==> src/rtl/screen_sequencer.sv <==
// Game-phase timer: steps curr_screen through NUM_SCREENS screens, each held for a programmable number of seconds.
// Latency: all outputs are registered and change one cycle after the qualifying edge or input.
// Backpressure: none; pause freezes the second prescaler and countdown, and skip ends the current screen at once.
module screen_sequencer #(
  parameter int NUM_SCREENS = 4,
  parameter int SCR_W       = 2,
  parameter int TIME_W      = 8,
  parameter int CLK_HZ      = 50000000,
  parameter int LOOP        = 0
) (
  input  logic                          clock,
  input  logic                          reset,
  input  logic                          start,
  input  logic                          pause,
  input  logic                          skip,
  input  logic [NUM_SCREENS*TIME_W-1:0] durations,
  output logic [SCR_W-1:0]              curr_screen,
  output logic [TIME_W-1:0]             seconds_left,
  output logic                          tick,
  output logic                          screen_change,
  output logic                          running,
  output logic                          end_of_game
);

  localparam int                 PRE_W  = (CLK_HZ > 1) ? $clog2(CLK_HZ) : 1;
  localparam logic [PRE_W-1:0]   PRE_TC = PRE_W'(CLK_HZ - 1);
  localparam logic [SCR_W-1:0]   LAST   = SCR_W'(NUM_SCREENS - 1);
  localparam logic [TIME_W-1:0]  ONE_S  = TIME_W'(1);

  typedef enum logic [1:0] {S_IDLE, S_RUN, S_PAUSED, S_DONE} state_t;

  state_t             r_state;
  logic [PRE_W-1:0]   r_prescaler;
  logic [SCR_W-1:0]   r_screen;
  logic [TIME_W-1:0]  r_secs;
  logic               r_tick;
  logic               r_sc;
  logic               r_running;
  logic               r_eog;

  logic               w_active;
  logic               w_advance;
  logic               w_tc;
  logic               w_last;
  logic               w_skip;
  logic               w_expire;
  logic [SCR_W-1:0]   w_next_screen;
  logic [TIME_W-1:0]  w_dur_raw;
  logic [TIME_W-1:0]  w_dur_next;
  logic [TIME_W-1:0]  w_dur0;

  // Expiry decode and duration fetch for whichever screen would be loaded next
  always_comb begin
    w_active      = (r_state == S_RUN) || (r_state == S_PAUSED);
    w_advance     = w_active && !pause;
    w_tc          = (r_prescaler == PRE_TC);
    w_last        = (r_screen == LAST);
    w_skip        = w_active && skip;
    // skip and a natural expiry in the same cycle collapse into one expiry
    w_expire      = w_skip || (w_advance && w_tc && (r_secs <= ONE_S));
    w_next_screen = w_last ? '0 : r_screen + 1'b1;
    w_dur_raw     = '0;
    for (int i = 0; i < NUM_SCREENS; i++) begin
      if (w_next_screen == SCR_W'(i)) begin
        w_dur_raw = durations[i*TIME_W +: TIME_W];
      end
    end
    // a zero duration still shows the screen for one full second
    w_dur_next = (w_dur_raw == '0) ? ONE_S : w_dur_raw;
    w_dur0     = (durations[TIME_W-1:0] == '0) ? ONE_S : durations[TIME_W-1:0];
  end

  // Sequencer FSM with registered screen index, countdown and pulses
  always_ff @(posedge clock) begin
    if (reset) begin
      r_state     <= S_IDLE;
      r_prescaler <= '0;
      r_screen    <= '0;
      r_secs      <= '0;
      r_tick      <= 1'b0;
      r_sc        <= 1'b0;
      r_running   <= 1'b0;
      r_eog       <= 1'b0;
    end else begin
      r_tick <= 1'b0;
      r_sc   <= 1'b0;
      case (r_state)
        S_IDLE, S_DONE: begin
          if (start) begin
            r_state     <= S_RUN;
            r_screen    <= '0;
            r_secs      <= w_dur0;
            r_prescaler <= '0;
            r_sc        <= 1'b1;
            r_running   <= 1'b1;
            r_eog       <= 1'b0;
          end
        end
        S_RUN, S_PAUSED: begin
          if (w_expire) begin
            r_prescaler <= '0;
            // a second boundary that ends the screen still ticks; a skip does not
            r_tick      <= !w_skip;
            if (w_last && (LOOP == 0)) begin
              r_state   <= S_DONE;
              r_secs    <= '0;
              r_running <= 1'b0;
              r_eog     <= 1'b1;
            end else begin
              r_screen <= w_next_screen;
              r_secs   <= w_dur_next;
              r_sc     <= 1'b1;
              // a skip taken while paused leaves the sequencer paused
              if ((r_state == S_PAUSED) && pause) begin
                r_state <= S_PAUSED;
              end else begin
                r_state <= S_RUN;
              end
            end
          end else if (w_advance) begin
            // leaving PAUSED counts this cycle, so no part of a second is lost
            r_state <= S_RUN;
            if (w_tc) begin
              r_prescaler <= '0;
              r_tick      <= 1'b1;
              r_secs      <= r_secs - ONE_S;
            end else begin
              r_prescaler <= r_prescaler + 1'b1;
            end
          end else begin
            r_state <= S_PAUSED;
          end
        end
        default: r_state <= S_IDLE;
      endcase
    end
  end

  assign curr_screen   = r_screen;
  assign seconds_left  = r_secs;
  assign tick          = r_tick;
  assign screen_change = r_sc;
  assign running       = r_running;
  assign end_of_game   = r_eog;

endmodule

==> config.mk <==
export PLATFORM = sky130hd
export DESIGN_NAME = screen_sequencer
export DESIGN_NICKNAME = d
export VERILOG_FILES = /design/src/rtl/screen_sequencer.sv
export SDC_FILE = /design/constraint.sdc
export NUM_CORES = 1
export LEC_CHECK = 0
export CAP_MARGIN = 20
export CELL_PAD_IN_SITES_DETAIL_PLACEMENT = 1
export CELL_PAD_IN_SITES_GLOBAL_PLACEMENT = 2
export CORE_UTILIZATION = 33
export DETAILED_ROUTE_END_ITERATION = 8
export GPL_TIMING_DRIVEN = 0
export PLACE_DENSITY_LB_ADDON = 0.1
export SETUP_SLACK_MARGIN = 0.2
export SLEW_MARGIN = 25
export SYNTH_ARGS = -nofsm -noshare
export SYNTH_HDL_FRONTEND = slang
export SYNTH_SLANG_ARGS = --single-unit
==> constraint.sdc <==
create_clock -name clock -period 6.6 [get_ports clock]
set_input_delay 0.66 -clock clock [delete_from_list [all_inputs] [get_ports clock]]
set_output_delay 0.66 -clock clock [all_outputs]
set_load 0.01 [all_outputs]
# Yosys cells after proc, flatten, opt, wreduce, memory -nomap -nowiden
# Cells that the tools add are included.
[word_totals]
reg_bits = 42
input_bits = 37
out_inout_bits = 14
word_cells = 90
[op_classes]
n_addsub = 3
order_cmp = 1
eq_ne = 14
mux = 43
bitwise_logic = 1
reduce_logical = 20
[op_table]
columns = ["op", "count"]
rows = [
  ["two-way mux 26 bit", 4],
  ["two-way mux 8 bit", 11],
  ["case mux 26 bit (2 select lines)", 1],
  ["adder 26 x 1 -> 26 bit, second input constant", 1],
  ["== test 26 bit, second input constant", 1],
  ["two-way mux 2 bit", 9],
  ["logical NOT 8 bit", 2],
  ["case mux 8 bit (2 select lines)", 1],
  ["two-way mux 1 bit", 12],
  ["== test 2 bit, second input constant", 5],
  ["AND reduction 3 bit", 3],
  ["<= comparator 8 x 1 -> 1 bit, second input constant", 1],
  ["inequality test 2 bit, second input constant", 4],
  ["case mux 2 bit (2 select lines)", 2],
  ["subtractor 8 x 1 -> 8 bit, second input constant", 1],
  ["inequality test 3 bit, second input constant", 2],
  ["case mux 1 bit (2 select lines)", 3],
  ["OR reduction 2 bit", 3],
  ["logical AND 1 bit", 5],
  ["== test 2 x 1 -> 1 bit, second input constant", 2],
  ["logical NOT 2 bit", 2],
  ["adder 2 x 1 -> 2 bit, second input constant", 1],
  ["logical NOT 1 bit", 2],
  ["logical OR 1 bit", 2],
  ["2 further kinds", 2],
]

# Depth between registers and ports, before layout
# Gate-level depths: netlist of run 1.
[logic_depth]
ltp_word = 12
depth_mapped = 11
depth_no_buf = 8

# Worst setup path after synthesis of run 1
# No wires, ideal clock.
[synth_path]
path_kind = "register to register"
startpoint = "register r_state[0]"
endpoint = "register r_prescaler[24]"
setup_time_ns = 0.117
arrival_time_ns = 2.349
required_ns = 6.483
slack_ns = 4.134
path_stages_with_launch = 11
path_buffers = 2
period_less_slack_ns = 2.466
path_cell_list = "dfxtp_1 -> inv_1 -> ha_1 -> clkbuf_1 -> nor2b_1 -> or4_4 -> or3_1 -> clkbuf_1 -> nor3_1 -> xnor2_1 -> nor2_1"
[synth_via]
elab_chain_cells = 8
word_cells_on_any_way = 17
classes_between = "eq/ne: 5; mux: 2; reduce/logical: 10"
[synth_rtl]
columns = ["item", "line", "source"]
rows = [
  ["start, declared", "32", "state_t r_state;"],
  ["start signal, assigned", "76", "r_state <= S_IDLE;"],
  ["start signal, assigned", "90", "r_state <= S_RUN;"],
  ["start signal, assigned", "105", "r_state <= S_DONE;"],
  ["== test 2 x 1 -> 1 bit or == test 2 bit (tied branches)", "54, 87", ""],
  ["logical OR 1 bit", "54", "w_active = (r_state == S_RUN) || (r_state == S_PAUSED);"],
  ["logical AND 1 bit", "55", "w_advance = w_active && !pause;"],
  ["logical AND 1 bit (2 in a row)", "60", "w_expire = w_skip || (w_advance && w_tc && (r_secs <= ONE_S));"],
  ["logical OR 1 bit", "60", ""],
  ["two-way mux 26 bit or inequality test 3 bit (tied branches)", "-", ""],
  ["case mux 26 bit (2 select lines) or AND reduction 2 bit (tied branches)", "-", ""],
  ["end signal, assigned", "128", "r_prescaler <= r_prescaler + 1'b1;"],
  ["end, declared", "33", "logic [PRE_W-1:0] r_prescaler;"],
]
# Several ways; a longest one is shown, not always the timed one.
# A chain may end at the register's enable or synchronous reset.

# Worst setup path after layout of run 1
[layout_path]
startpoint = "input port pause"
endpoint = "register r_screen[0] (netlist: curr_screen[0])"
[layout_via]
elab_chain_cells = 7
[layout_rtl]
columns = ["item", "line", "source"]
rows = [
  ["start, declared", "14", "input logic pause,"],
  ["logical NOT 1 bit", "55", ""],
  ["logical AND 1 bit", "55", ""],
  ["logical AND 1 bit (2 in a row)", "60", ""],
  ["logical OR 1 bit", "60", ""],
  ["inequality test 2 bit (no source line)", "-", ""],
  ["AND reduction 3 bit (no source line)", "-", ""],
  ["end signal, assigned", "110", "r_screen <= w_next_screen;"],
  ["end, declared", "34", "logic [SCR_W-1:0] r_screen;"],
]
# Every way passes these cells.

==> reports/metrics.yaml, run 1 <==
critical_path:
  cp_max_fo: 10
  required_ns: 6.75
  cp-end-kind: "flip-flop"
  r2r_setup_slack_ns: 3.81
  crit_chain: "clkdlybuf4s50_1, or2_2, or4_4, o41ai_4, buf_6, a21oi_1, mux2i_1, nor2_1"
  critPathKind: "input port to flip-flop"
  start_kind: "input port"
  slowest_delay_ns: 0.57
  ff2ff_path_depth: 10
  crit_slowest_cell: "or4_4"
  r2r_start: "r_state[0]$_SDFFE_PP0P_"
  r2r-end: "curr_screen[0]$_SDFFE_PP0P_"
  worstSetupStartpoint: "pause"
  worstPathArrival_ns: 2.97
  crit_end: "curr_screen[0]$_SDFFE_PP0P_"
timing:
  relSlewSlack: 0.5608
  fin_ws_ns: 3.782
  tightest_slew_ns: 0.6564
  finClkSkew_ns: 0.01617
  rsz0062_at_grt: "false"
  setup_tns_ns: 0
  hold_ws_ns: 0.4555
  period_minus_slack_ns: 2.818
  fmax_mhz: 354.9
  setup_violations: 0
  post-route-period-util: 0.4269
  drv_slew: 0
  hold_viol: 0
yosys:
  synthFlopType: "dfxtp_1"
  async_flop_share: 0
  synth_seq_cells: 42
  synthAdderAreaFrac: 0.04054
  netlist_area_sq_um: 2778
  postSynthCellCount: 354
  synth_xor_area_frac: 0.07883
  syn_avg_cell_area_sq_um: 7.847
  synth-edff-count: 0
  synth_cell_type_count: 60
  ys_seq_area_frac: 0.3027
  synth_mux_area_frac: 0.003604
  synthSimpleGateAreaFrac: 0.2964
  ys_warn_count: 0
  syn_nets: 400
  synth_compound_area_frac: 0.2261
  synth_top_family_by_area: "simple AND/OR/NAND/NOR gates"
die:
  fp.dieW_um: 93.75
  die_h_um: 93.75
  rows: 33
  initial_utilization: 0.3398
  coreArea_sq_um: 8175
  die-area_sq_um: 8788
  pin_count: 51
clock_tree:
  path_clk_slew_ns: 0.07
  clk_latency_ns: 0.30
  cts_tree: "built"
  cts.repair.resized: 0
  holdBufCountCts: 0
  htree_levels: 2
  clkSinkCount: 42
  cts_setup_buffers: 0
  cts_buffers: 5
  cts_root_buf: "clkbuf_8"
  clock_path_buffers: 2
placed_design:
  port_buffers: 48
  gp_congestion: 0.9001
  dp_slack_ns: 3.470
  post-place-cells: 507
  hpwl_um: 6835
cells_and_area:
  syn2layout_area_growth_pct: 24.86
  final_cells: 514
  diodes: 0
  final_net_count: 455
  drive_gt1_frac: 0.07579
  final_core_util: 0.4242
  final_common_cell: "nor2_1"
  final_cell_mix: "50 x nor2_1, 48 x clkdlybuf4s50_1, 42 x dfxtp_1, 25 x nand2_1, 22 x a21oi_1"
drt:
  drt-total-wl_um: 8783
  route.met3.wl_um: 247
  drt-initial-drc-count: 71
  wl_met2_um: 4458
  drtPass1Iterations: 4
  wl_per_cell_um: 17.09
  drc_errors: 0
  ant_nets: 0
  dr_total_vias: 2831
  wl_met1_um: 4007
  viasPerCell: 5.508
  dr.max_layer_used: "met4"
hold_path:
  hold_path_class: "flip-flop to flip-flop"
  holdPathStages: 2
global_routing:
  antenna_found_initial: 0
  grt_pass1_vias: 2877
  track_usage: 0.2076
  grt-ovfl-total: 0
  grt_pass1_wl_um: 14260
  grt_max_degree: 13
flow_run:
  cap_violations: 0
power:
  p_leak_nw: 1.177
  powerDensity_nw_per_um2: 320.8
  ir_drop_v: 0.0001773
status:
  status: "finished, final reports clean"
## how the worst min path moves through the flow
stage | to | slack (ns) | from
6_report | end_of_game$_SDFFE_PP0P_ | 0.46 | end_of_game$_SDFFE_PP0P_
2_1_floorplan | r_prescaler[1]$_SDFFE_PP0P_ | 0.45 | r_prescaler[1]$_SDFFE_PP0P_
3_3_place_gp | end_of_game$_SDFFE_PP0P_ | 0.46 | end_of_game$_SDFFE_PP0P_
5_1_grt | end_of_game$_SDFFE_PP0P_ | 0.50 | end_of_game$_SDFFE_PP0P_
4_1_cts | end_of_game$_SDFFE_PP0P_ | 0.46 | end_of_game$_SDFFE_PP0P_
3_5_place_dp | end_of_game$_SDFFE_PP0P_ | 0.45 | end_of_game$_SDFFE_PP0P_
## cell type report
cell class / instances / area [sq um]
clock inverters: 2 / 10.01
well taps: 105 / 131.4
repair buffers: 48 / 480.5
clock buffers: 5 / 68.82
inverters: 16 / 60.06
fillers: 1008 / 4707
plain buffers: 19 / 83.83
multi-input cells: 277 / 1793
flip-flops and latches: 42 / 840.8
## power breakdown
| part | leakage [nW] | switching (W) | internal (W) | total (W) |
|---|---|---|---|---|
| clock network | 0.0438 | 0.0000920 | 0.0000712 | 0.000163 |
| registers | 0.342 | 0.0000548 | 0.000290 | 0.000345 |
| logic | 0.792 | 0.000343 | 0.000261 | 0.000605 |
| total | 1.18 | 0.000490 | 0.000622 | 0.00111 |
## cells in the mapped netlist (all sizes together) (2+ instances only)
cell | n | area share
xor2 | 11 | 0.035
a211oi | 9 | 0.026
nand4 | 8 | 0.018
a21oi | 23 | 0.045
nand3b | 3 | 0.0081
and4 | 5 | 0.016
ha | 9 | 0.041
a21o | 4 | 0.011
xnor2 | 14 | 0.044
a22oi | 2 | 0.0054
or3 | 3 | 0.0068
nor2b | 3 | 0.0068
o311ai | 2 | 0.0063
and2 | 2 | 0.0045
nand3 | 10 | 0.018
dfxtp | 42 | 0.30
nor2 | 50 | 0.068
nand2 | 25 | 0.034
or2 | 7 | 0.016
a2111oi | 2 | 0.0086
a221oi | 4 | 0.013
inv | 15 | 0.020
clkbuf | 14 | 0.019
o221ai | 3 | 0.0095
o211ai | 3 | 0.0081
o31ai | 4 | 0.011
nor4b | 4 | 0.013
and3 | 4 | 0.0090
nor4 | 6 | 0.014
nor3b | 3 | 0.0081
buf | 5 | 0.011
a211o | 2 | 0.0063
or4 | 9 | 0.029
nor3 | 9 | 0.016
o21ai | 15 | 0.028
a31oi | 3 | 0.0068
## per-stage QoR
| stage | total power [W] | area (sq um) |
|---|---|---|
| after floorplan | 0.0007390 | 2778 |
| after global placement | 0.0009459 | 3390 |
| after detailed placement | 0.0009530 | 3390 |
| after CTS | 0.001121 | 3468 |
| after global routing | 0.001196 | 3468 |
| final | 0.001113 | 3468 |
## state kept, by name, summed over array words and instances (netlist names)
signal,flops
end_of_game,1
screen_change,1
seconds_left,8
running,1
tick,1
r_prescaler,26
curr_screen,2
r_state,2
## critical path: cells and delay by family
family,cells,cell delay [ns]
and+or+nand+nor,3,0.99
AOI/OAI and AO/OA,2,0.43
buffers and inverters,2,0.72
muxes,1,0.16
## per-layer routing
layer / up-vias / GRT usage
met5: - / 0
met4: 0 / 0.04487
met1: 1372 / 0.2586
met2: 51 / 0.3783
li1: 1400 / -
met3: 8 / 0.02508
## kinds of logic (layout without fill, tap and decap cells)
| group | count (synthesis) | after routing |
|---|---|---|
| AOI/OAI and AO/OA | 87 | 87 |
| xor gates and xnor gates | 25 | 25 |
| adders and majority gates | 9 | 9 |
| buffers and inverters | 35 | 90 |
| DFF | 42 | 42 |
| muxes | 1 | 1 |
| and+or+nand+nor | 155 | 155 |
No activity file was read; power rests on OpenSTA's default activity.
==> run 2: changes to the inputs <==
- CORE_UTILIZATION: 33 -> 30
- clock period: 6.6 -> 2.9 ns (I/O delays scaled with it)
==> run 2 against run 1 <==
Worst setup slack got worse by 3.5 ns. Sequential share of layout area fell by 0.82 points. Clock-buffer cell count rose by 2. Total power rose by 150%. Cell count rose by 1.8%. Highest routed layer unchanged.
==> reports/metrics.yaml, run 2 (same netlist as run 1, synthesis figures left out) <==
timing:
  tightest_slew_ns: 0.5618  # -0.09458 ns
  post-route-period-util: 0.8938
  finClkSkew_ns: 0.006903  # -0.009266 ns
  setup_violations: 0  # unchanged
  fmax_mhz: 385.8
  drv_slew: 0  # unchanged
  hold_viol: 0  # unchanged
  rsz0062_at_grt: "true"
  setup_tns_ns: 0  # unchanged
  period_minus_slack_ns: 2.592
  relSlewSlack: 0.6220  # +0.06122
placed_design:
  port_buffers: 48  # unchanged
  hpwl_um: 6891  # +0.81%
  gp_congestion: 0.8485  # -5.7%
drt:
  drc_errors: 0  # unchanged
  dr_total_vias: 2853  # +0.78%
  wl_per_cell_um: 17.10  # about the same
  ant_nets: 0  # unchanged
  viasPerCell: 5.455  # -0.96%
  drt-initial-drc-count: 92  # +30%
  drt-total-wl_um: 8944  # +1.8%
  drtPass1Iterations: 6  # +2
die:
  initial_utilization: 0.3139  # -0.02585
  pin_count: 51  # unchanged
  rows: 34  # +3.0%
  coreArea_sq_um: 8848  # +8.2%
  fp.dieW_um: 98.23  # +4.8%
  die_h_um: 98.23  # +4.8%
  die-area_sq_um: 9648  # +9.8%
critical_path:
  slowest_delay_ns: 0.55  # -0.02 ns
  cp-end-kind: "flip-flop"
  crit_slowest_cell: "or4_4"
  cp_max_fo: 9  # -1
  worstPathArrival_ns: 2.78  # -0.19 ns
  cp_num_buf_inv: 3  # +1
  start_kind: "flip-flop"
  required_ns: 3.09  # -3.66 ns
  critPathKind: "flip-flop to flip-flop"
  crit_chain: "inv_1, ha_1, clkbuf_8, nor2b_1, or4_4, or3_1, clkbuf_2, nor3_2, xnor2_1, nor2_1"
  crit_family: "simple AND/OR/NAND/NOR gates"
clock_tree:
  clk_latency_ns: 0.30  # about the same
  cts_buffers: 5  # unchanged
  holdBufCountCts: 0  # unchanged
  clkSinkCount: 42  # unchanged
  cts_root_buf: "clkbuf_8"
  path_clk_slew_ns: 0.08  # about the same
  clock_path_buffers: 2  # unchanged
  htree_levels: 2  # unchanged
  cts_tree: "built"
cells_and_area:
  drive_gt1_frac: 0.1012  # +0.02541
  largest_register_ffs: 26  # unchanged
  syn2layout_area_growth_pct: 29.59
  diodes: 0  # unchanged
  regMostFlops: "r_prescaler"
  final_common_cell: "nor2_1"
  final_core_util: 0.4068  # -0.01743
  final_cell_mix: "50 x nor2_1, 48 x clkdlybuf4s50_1, 40 x dfxtp_1, 25 x nand2_1, 22 x a21oi_1"
  final_net_count: 460  # +1.1%
global_routing:
  track_usage: 0.1927  # -0.01485
  grt-ovfl-total: 0  # unchanged
  grt_pass1_vias: 2896  # +0.66%
  grt_pass1_wl_um: 14770  # +3.6%
  antenna_found_initial: 0  # unchanged
  grt_max_degree: 13  # unchanged
power:
  ir_drop_v: 0.0002370  # +34%
  powerDensity_nw_per_um2: 763.9  # +140%
  p_leak_nw: 1.239  # +5.3%
hold_path:
  hold_path_class: "input port to flip-flop"
status:
  status: "finished, final reports clean"
flow_run:
  cap_violations: 0  # unchanged
[run 2: timing repair]
item	in CTS	in global routing
gates resized for setup	7	7
endpoints found under the setup margin	30	9
gates cloned	1	0
buffers inserted	4	0
pin swaps	4	3
[run 2: stage by stage]
| step | worst slack, ns | instance area, sq um | std cells | power, W | hold WS, ns |
|---|---|---|---|---|---|
| final | 0.3080 | 3600 | 523 | 0.002750 | 0.4395 |
| after CTS | 0.2065 | 3585 | 523 | 0.002774 | 0.4528 |
| after global routing | 0.2055 | 3600 | 523 | 0.002963 | 0.4806 |
| after detailed placement | 0.06514 | 3393 | 510 | 0.002191 | 0.4575 |
| after floorplan | 0.4339 | 2778 | 354 | 0.001682 | 0.3685 |
| after global placement | 0.08583 | 3393 | 510 | 0.002167 | 0.4466 |
[run 2: power by group]
| part | total, W | leakage [nW] | internal [W] | switching [W] |
|---|---|---|---|---|
| sequential | 0.000788 | 0.342 | 0.000662 | 0.000126 |
| combinational | 0.00149 | 0.845 | 0.000682 | 0.000808 |
| clock | 0.000472 | 0.0524 | 0.000258 | 0.000214 |
| total | 0.00275 | 1.24 | 0.00160 | 0.00115 |
[run 2: area by class of cell]
| type | instances | area [sq um] |
|---|---|---|
| fillers | 1092 | 5249 |
| plain buffers | 19 | 100.1 |
| flip-flops and latches | 42 | 843.3 |
| repair buffers | 53 | 546.8 |
| multi-input cells | 277 | 1808 |
| clock buffers | 7 | 76.32 |
| clock inverters | 1 | 30.03 |
| well taps | 108 | 135.1 |
| inverters | 16 | 60.06 |
[run 2: metal layers]
metal,vias to the layer above,global-route usage,wire (um)
li1,1409,-,-
met1,1364,0.2299,3993
met2,68,0.3543,4473
met3,12,0.02649,298
met4,0,0.06200,179
met5,-,0,0
[run 2: worst paths after layout]
path | cells after the start | slack (ns) | to | startpoint
hold reg to reg | 2 | 0.46 | running$_SDFFE_PP0P_ | running$_SDFFE_PP0P_
hold / removal | 2 | 0.44 | seconds_left[5]$_SDFFE_PP0P_ | reset
setup / recovery | 10 | 0.31 | r_prescaler[24]$_SDFFE_PP0P_ | r_state[0]$_SDFFE_PP0P_
setup reg to reg | 10 | 0.31 | r_prescaler[24]$_SDFFE_PP0P_ | r_state[0]$_SDFFE_PP0P_
[run 2: worst reg2reg max path, cell delays in order (launching register included)]
cell and delay, ns:
dfxtp_2 0.34, inv_1 0.04, ha_1 0.28, clkbuf_8 0.16
nor2b_1 0.18, or4_4 0.55, or3_1 0.38, clkbuf_2 0.17
nor3_2 0.19, xnor2_1 0.14, nor2_1 0.06
